`src/rtl/cache_pkg.sv`:
```
// Shared definitions for the cache controller slice.
//   ADDR_DEF      : default word-address width
//   MEM_WIDTH_DEF : default data-word width
//   BLOCK_DEF     : default cache-line width (four words)
//   CNT_W_DEF     : default performance-counter width
//   state_e       : controller FSM states
package cache_pkg;

    localparam int ADDR_DEF      = 10;
    localparam int MEM_WIDTH_DEF = 32;
    localparam int BLOCK_DEF     = 128;
    localparam int CNT_W_DEF     = 16;

    typedef enum logic [2:0] {
        IDLE,
        RD_MISS,
        REFILL,
        RD_RESP,
        WR_MEM
    } state_e;

endpackage

```
`src/rtl/cache_ctrl_sat_counter.sv`:
```
// Saturating up-counter used for the hit/miss performance counters.
//   clk  : clock
//   rstn : synchronous active-low reset, clears the count
//   inc  : count-enable for this cycle
//   cnt  : current count, sticks at all-ones
module sat_counter #(
    parameter int CNT_W = 16
) (
    input  logic             clk,
    input  logic             rstn,
    input  logic             inc,
    output logic [CNT_W-1:0] cnt
);

    logic [CNT_W-1:0] cnt_q;

    always_ff @(posedge clk) begin
        if (!rstn) begin
            cnt_q <= '0;
        end else if (inc && (cnt_q != '1)) begin
            cnt_q <= cnt_q + {{(CNT_W-1){1'b0}}, 1'b1};
        end
    end

    assign cnt = cnt_q;

endmodule

```
`src/rtl/cache_ctrl.sv`:
```
// Blocking cache controller: read-allocate, write-through, no-write-allocate.
//   clk, rstn                       : clock, synchronous active-low reset
//   cpu_req/we/addr/wdata           : CPU request, held until cpu_ready
//   cpu_rdata, cpu_ready            : load data and one-cycle completion pulse
//   c_wen/wtype/addr/wdata/wblock   : cache-array drive (wtype 1 = word, 0 = line fill)
//   c_rdata, c_hit                  : cache-array lookup result for c_addr
//   mem_req/we/addr/wdata           : main-memory request
//   mem_rblock, mem_ack             : memory response
//   hit_cnt, miss_cnt               : saturating performance counters
module cache_ctrl
    import cache_pkg::*;
#(
    parameter int ADDR      = ADDR_DEF,
    parameter int MEM_WIDTH = MEM_WIDTH_DEF,
    parameter int BLOCK     = BLOCK_DEF,
    parameter int CNT_W     = CNT_W_DEF
) (
    input  logic                 clk,
    input  logic                 rstn,
    input  logic                 cpu_req,
    input  logic                 cpu_we,
    input  logic [ADDR-1:0]      cpu_addr,
    input  logic [MEM_WIDTH-1:0] cpu_wdata,
    output logic [MEM_WIDTH-1:0] cpu_rdata,
    output logic                 cpu_ready,
    output logic                 c_wen,
    output logic                 c_wtype,
    output logic [ADDR-1:0]      c_addr,
    output logic [MEM_WIDTH-1:0] c_wdata,
    output logic [BLOCK-1:0]     c_wblock,
    input  logic [MEM_WIDTH-1:0] c_rdata,
    input  logic                 c_hit,
    output logic                 mem_req,
    output logic                 mem_we,
    output logic [ADDR-1:0]      mem_addr,
    output logic [MEM_WIDTH-1:0] mem_wdata,
    input  logic [BLOCK-1:0]     mem_rblock,
    input  logic                 mem_ack,
    output logic [CNT_W-1:0]     hit_cnt,
    output logic [CNT_W-1:0]     miss_cnt
);

    state_e                 state_q, state_d;
    logic [ADDR-1:0]        addr_q,  addr_d;
    logic [MEM_WIDTH-1:0]   wdata_q, wdata_d;
    logic                   hit_q,   hit_d;
    logic [BLOCK-1:0]       block_q, block_d;
    logic                   hit_inc, miss_inc;

    always_ff @(posedge clk) begin
        if (!rstn) begin
            state_q <= IDLE;
            addr_q  <= '0;
            wdata_q <= '0;
            hit_q   <= 1'b0;
            block_q <= '0;
        end else begin
            state_q <= state_d;
            addr_q  <= addr_d;
            wdata_q <= wdata_d;
            hit_q   <= hit_d;
            block_q <= block_d;
        end
    end

    always_comb begin
        state_d   = state_q;
        addr_d    = addr_q;
        wdata_d   = wdata_q;
        hit_d     = hit_q;
        block_d   = block_q;
        hit_inc   = 1'b0;
        miss_inc  = 1'b0;
        cpu_rdata = '0;
        cpu_ready = 1'b0;
        c_wen     = 1'b0;
        c_wtype   = 1'b0;
        c_addr    = addr_q;
        c_wdata   = '0;
        c_wblock  = '0;
        mem_req   = 1'b0;
        mem_we    = 1'b0;
        mem_addr  = '0;
        mem_wdata = '0;

        unique case (state_q)
            IDLE: begin
                c_addr = cpu_addr;
                // Acceptance is gated by rstn so nothing pulses during the reset cycle.
                if (rstn && cpu_req) begin
                    if (cpu_we) begin
                        addr_d   = cpu_addr;
                        wdata_d  = cpu_wdata;
                        hit_d    = c_hit;
                        hit_inc  = c_hit;
                        miss_inc = !c_hit;
                        state_d  = WR_MEM;
                    end else if (c_hit) begin
                        cpu_ready = 1'b1;
                        cpu_rdata = c_rdata;
                        hit_inc   = 1'b1;
                    end else begin
                        addr_d   = cpu_addr;
                        miss_inc = 1'b1;
                        state_d  = RD_MISS;
                    end
                end
            end
            RD_MISS: begin
                mem_req  = 1'b1;
                mem_addr = {addr_q[ADDR-1:2], 2'b00};
                if (mem_ack) begin
                    block_d = mem_rblock;
                    state_d = REFILL;
                end
            end
            REFILL: begin
                c_wen    = 1'b1;
                c_wblock = block_q;
                state_d  = RD_RESP;
            end
            RD_RESP: begin
                cpu_ready = 1'b1;
                cpu_rdata = block_q[addr_q[1:0]*MEM_WIDTH +: MEM_WIDTH];
                state_d   = IDLE;
            end
            WR_MEM: begin
                mem_req   = 1'b1;
                mem_we    = 1'b1;
                mem_addr  = addr_q;
                mem_wdata = wdata_q;
                if (mem_ack) begin
                    cpu_ready = 1'b1;
                    if (hit_q) begin
                        c_wen   = 1'b1;
                        c_wtype = 1'b1;
                        c_wdata = wdata_q;
                    end
                    state_d = IDLE;
                end
            end
            default: state_d = IDLE;
        endcase
    end

    sat_counter #(.CNT_W(CNT_W)) u_hit_cnt (
        .clk  (clk),
        .rstn (rstn),
        .inc  (hit_inc),
        .cnt  (hit_cnt)
    );

    sat_counter #(.CNT_W(CNT_W)) u_miss_cnt (
        .clk  (clk),
        .rstn (rstn),
        .inc  (miss_inc),
        .cnt  (miss_cnt)
    );

endmodule

```
`config.mk`:
```
export PLATFORM = sky130hd
export DESIGN_NAME = cache_ctrl
export DESIGN_NICKNAME = d
export VERILOG_FILES = /design/src/rtl/cache_pkg.sv /design/src/rtl/cache_ctrl_sat_counter.sv /design/src/rtl/cache_ctrl.sv
export SDC_FILE = /design/constraint.sdc
export NUM_CORES = 1
export LEC_CHECK = 0
export ABC_CLOCK_PERIOD_IN_PS = 2600
export CELL_PAD_IN_SITES_DETAIL_PLACEMENT = 1
export CELL_PAD_IN_SITES_GLOBAL_PLACEMENT = 1
export CORE_UTILIZATION = 29
export CTS_CLUSTER_SIZE = 28
export DETAILED_ROUTE_END_ITERATION = 8
export GPL_TIMING_DRIVEN = 0
export PLACE_DENSITY_LB_ADDON = 0.15
export SYNTH_ARGS = -nofsm -noshare
export SYNTH_HDL_FRONTEND = slang
export SYNTH_SLANG_ARGS = --single-unit
```
`constraint.sdc`:
```
create_clock -name clk -period 2.6 [get_ports clk]
set_input_delay 0.52 -clock clk [delete_from_list [all_inputs] [get_ports clk]]
set_output_delay 0.52 -clock clk [all_outputs]
set_load 0.01 [all_outputs]
```
==> results.py <==
metrics = {
    "global_routing": {
        "grt_max_degree": 13,
        "overflow": 0,
        "grt_use_total": 0.281,
        "grt_pass1_wl_um": 76900,
        "antenna_found_initial": 9,
        "grt_pass1_vias": 12283,
    },
    "cells_and_area": {
        "syn2layout_area_growth_pct": 70.1,
        "drive_gt1_frac": 0.250,
        "seqCellArea_sq_um": 4130,
        "multi_input_area_sq_um": 5970,
        "fin_nets": 2081,
        "fillCellCount": 4106,
    },
    "cts": {
        "hold_buffers": 0,
        "htreeDepth": 1,
        "cts-root-buf": "clkbuf_16",
        "clk-insertion-delay-late_ns": 0.54,
        "cts.sinks": 206,
        "cts_tree": "done",
        "path_clk_slew_ns": 0.06,
        "cts_buffers": 27,
        "clk_path_buf_depth": 3,
    },
    "power_and_ir_drop": {
        "clkPwrFrac": 0.441,
        "power_w": 0.00796,
        "pwr-share-comb": 0.141,
        "power.internal_w": 0.00590,
        "pwr_density_cell_nw_per_um2": 455,
        "p_sw_w": 0.00205,
        "leakage_nw": 7.32,
        "swShare": 0.258,
        "seq_power_share": 0.419,
        "ir_worst_vdd_v": 0.000449,
    },
    "worst_hold_path": {
        "holdCritPathClass": "primary input to flop",
    },
    "critical_path": {
        "r2r_end": "u_miss_cnt.cnt[11]",
        "r2r_cells": 6,
        "required_ns": 2.08,
        "endpoint": "cpu_ready",
        "cp-startpoint": "state_q[0]",
        "crit_fanout": 6,
        "start_kind": "flop",
        "r2r_slack_ns": 0.09,
        "r2r_start": "state_q[1]",
        "cp_data_arrival_time_ns": 2.25,
        "cp-end-kind": "primary output",
        "worstSetupPathType": "flop to primary output",
    },
    "floorplan": {
        "io_pins": 489,
        "core_sq_um": 34700,
        "die_height_um": 190,
        "rows": 68,
        "die_w_um": 190,
        "dieArea_sq_um": 36200,
        "start_util": 0.296,
    },
    "timing": {
        "fin_tns_setup_ns": -5.14,
        "rsz0062_at_grt": "true",
        "hold_viol": 0,
        "drv_slew": 0,
        "worst-slew-pin-transition_ns": 0.787,
        "post-route-min-period_ns": 2.77,
        "finClkSkew_ns": 0.00979,
        "slew-limit-headroom": 0.476,
        "setup_violations": 83,
        "fin_crit_sh": 1.06,
        "worst_slack_ns": -0.168,
        "clock.fmax_mhz": 361,
    },
    "logic_synthesis": {
        "netlist.area_leader.share": 0.402,
        "postSynthRegisterBits": 206,
        "synth_edf_count": 0,
        "syn_area_sq_um": 10300,
        "synth_largest_area_cell": "dfxtp_1",
        "synth_area_leaders": "dfxtp_1, nand2_1, and2_1",
        "avgSynthCellArea_sq_um": 7.89,
        "syn_nets": 1512,
        "ys_warn_count": 0,
        "synth_flop_cell": "dfxtp_1",
        "post_synth_num_cell_types": 44,
        "synth-seq-area-share": 0.402,
        "async_reset_ff_frac": 0,
        "syn_inst": 1302,
    },
    "placed_design": {
        "portBuffers": 488,
        "hpwl_um": 39900,
        "place_congestion": 0.866,
    },
    "routing": {
        "wire_per_inst_um": 23.1,
        "vias": 11981,
        "finalWirelength_um": 54200,
        "drc_errors": 0,
        "via_per_inst": 5.10,
        "dr.pass1.iters": 7,
        "antenna_left": 0,
        "first_iter_violations": 528,
    },
    "flow_run": {
        "max-cap-violations": 0,
    },
    "run_status": {
        "violations": "setup timing",
        "status": "complete, but fails checks",
    },
}
-- flip-flops by register name (all words and copies together) (netlist names) --
| name | count |
|---|---|
| addr_q | 10 |
| wdata_q | 32 |
| u_hit_cnt.cnt | 16 |
| u_miss_cnt.cnt | 16 |
| state_q | 3 |
| block_q | 128 |
| hit_q | 1 |
-- what timing repair did --
item / 4_1_cts / 5_1_grt
gates cloned: 2 / 12
setup buffers: 27 / 19
setup endpoints to repair: 257 / 239
endpoints found under the hold margin: 0 / 0
gates resized for setup: 597 / 629
pin swaps: 13 / 28
-- cells in the mapped netlist (all sizes together), types with 6 or more instances --
cell / number
clkbuf: 97
nand2: 375
nor2: 18
a21oi: 146
and2: 172
nand4: 13
a22o: 32
nor4: 7
mux2i: 19
nand3: 9
o31ai: 13
or4: 14
buf: 14
o21ai: 39
dfxtp: 206
or3: 6
and3: 40
mux4: 32
-- stage by stage --
stage	utilization	hold slack, ns	cell area [sq um]	worst slack [ns]	cells
floorplan	-	0.440	10300	0.264	1302
global placement	0.453	0.448	15700	-1.81	2245
detailed placement	0.453	0.457	15700	-1.85	2245
CTS	0.489	0.464	17000	-0.267	2314
global route	0.503	0.471	17500	-0.245	2346
finish	0.503	0.453	17500	-0.168	2348
-- worst min path at each step --
stage | from | endpoint | slack (ns) | depth (start not counted)
2_1_floorplan | wdata_q[0] | wdata_q[0] | 0.44 | 2
3_3_place_gp | wdata_q[31] | wdata_q[31] | 0.45 | 2
3_5_place_dp | block_q[43] | block_q[43] | 0.46 | 2
4_1_cts | block_q[43] | block_q[43] | 0.46 | 2
5_1_grt | c_hit | state_q[0] | 0.47 | 3
6_report | c_hit | state_q[0] | 0.45 | 3
-- area by class of cell --
| class | count | share of cell area |
|---|---|---|
| Multi-Input combinational cell | 980 | 0.342 |
| Clock inverter | 4 | 0.00136 |
| Tap cell | 455 | 0.0326 |
| Sequential cell | 206 | 0.237 |
| Clock buffer | 40 | 0.0449 |
| Buffer | 104 | 0.0461 |
| Antenna cell | 7 | 0.00100 |
| Timing Repair Buffer | 547 | 0.295 |
| Inverter | 5 | 0.00107 |
-- routing by layer --
| metal | up-vias | track usage | wire length (um) |
|---|---|---|---|
| li1 | 5583 | - | - |
| met1 | 5837 | 0.332 | 21000 |
| met2 | 444 | 0.497 | 27000 |
| met3 | 113 | 0.0618 | 4020 |
| met4 | 4 | 0.104 | 2140 |
| met5 | - | 0 | 34 |
-- cell usage in the layout, fill, tap and decap left out, types with 3 or more instances in the layout --
cell	synthesis	layout
buf_2	8	80
buf_12	0	14
dfxtp_1	206	202
a22o_1	32	31
o31a_1	4	4
and2_4	0	71
or3_1	5	4
clkbuf_4	0	5
clkdlybuf4s50_1	0	238
nand2_1	375	374
diode_2	0	7
buf_4	0	27
clkbuf_8	0	9
nand4_1	13	13
and3_1	40	39
o21ai_0	39	39
nor3_1	5	4
clkinv_2	0	3
clkbuf_2	0	50
nand3_1	9	9
o21a_1	4	4
dlymetal6s2s_1	0	13
nor2_1	18	16
clkbuf_16	0	39
buf_8	0	14
nor4_1	7	6
mux2i_1	19	19
mux4_2	32	32
or4_1	14	14
nand2b_1	3	3
a21oi_1	146	146
inv_1	4	4
dlygate4sd2_1	0	32
clkbuf_1	97	63
o31ai_1	13	13
buf_6	1	104
and4_1	4	4
and2_1	172	100
-- critical path: stages, from the launching register on --
cell and delay [ns]:
dfxtp_2 0.32, buf_6 0.12, or3_4 0.35, nor3b_4 0.20
buf_6 0.14, buf_6 0.13, buf_12 0.13, buf_6 0.10
a211o_1 0.10, buf_6 0.11
-- power groups by stage --
stage	clock network, W	logic, W	registers, W
floorplan	0	0.000375	0.00336
global placement	0	0.000957	0.00339
detailed placement	0	0.000972	0.00339
CTS	0.00356	0.00106	0.00333
global route	0.00368	0.00120	0.00334
finish	0.00350	0.00112	0.00333
-- cells by family (layout without fill, tap and decap cells) --
family / Yosys count / in the layout / share of synthesized area
AO/OA/AOI/OAI: 247 / 247 / 0.141
XOR/XNOR: 1 / 1 / 0.000853
adder cells (fa/ha/maj): 2 / 2 / 0.00244
buffers and inverters: 116 / 700 / 0.0441
flip-flops: 206 / 206 / 0.402
multiplexers: 51 / 51 / 0.0887
other: 0 / 7 / 0
AND/OR/NAND/NOR: 679 / 679 / 0.322
Power figures use the tool's default switching activity.
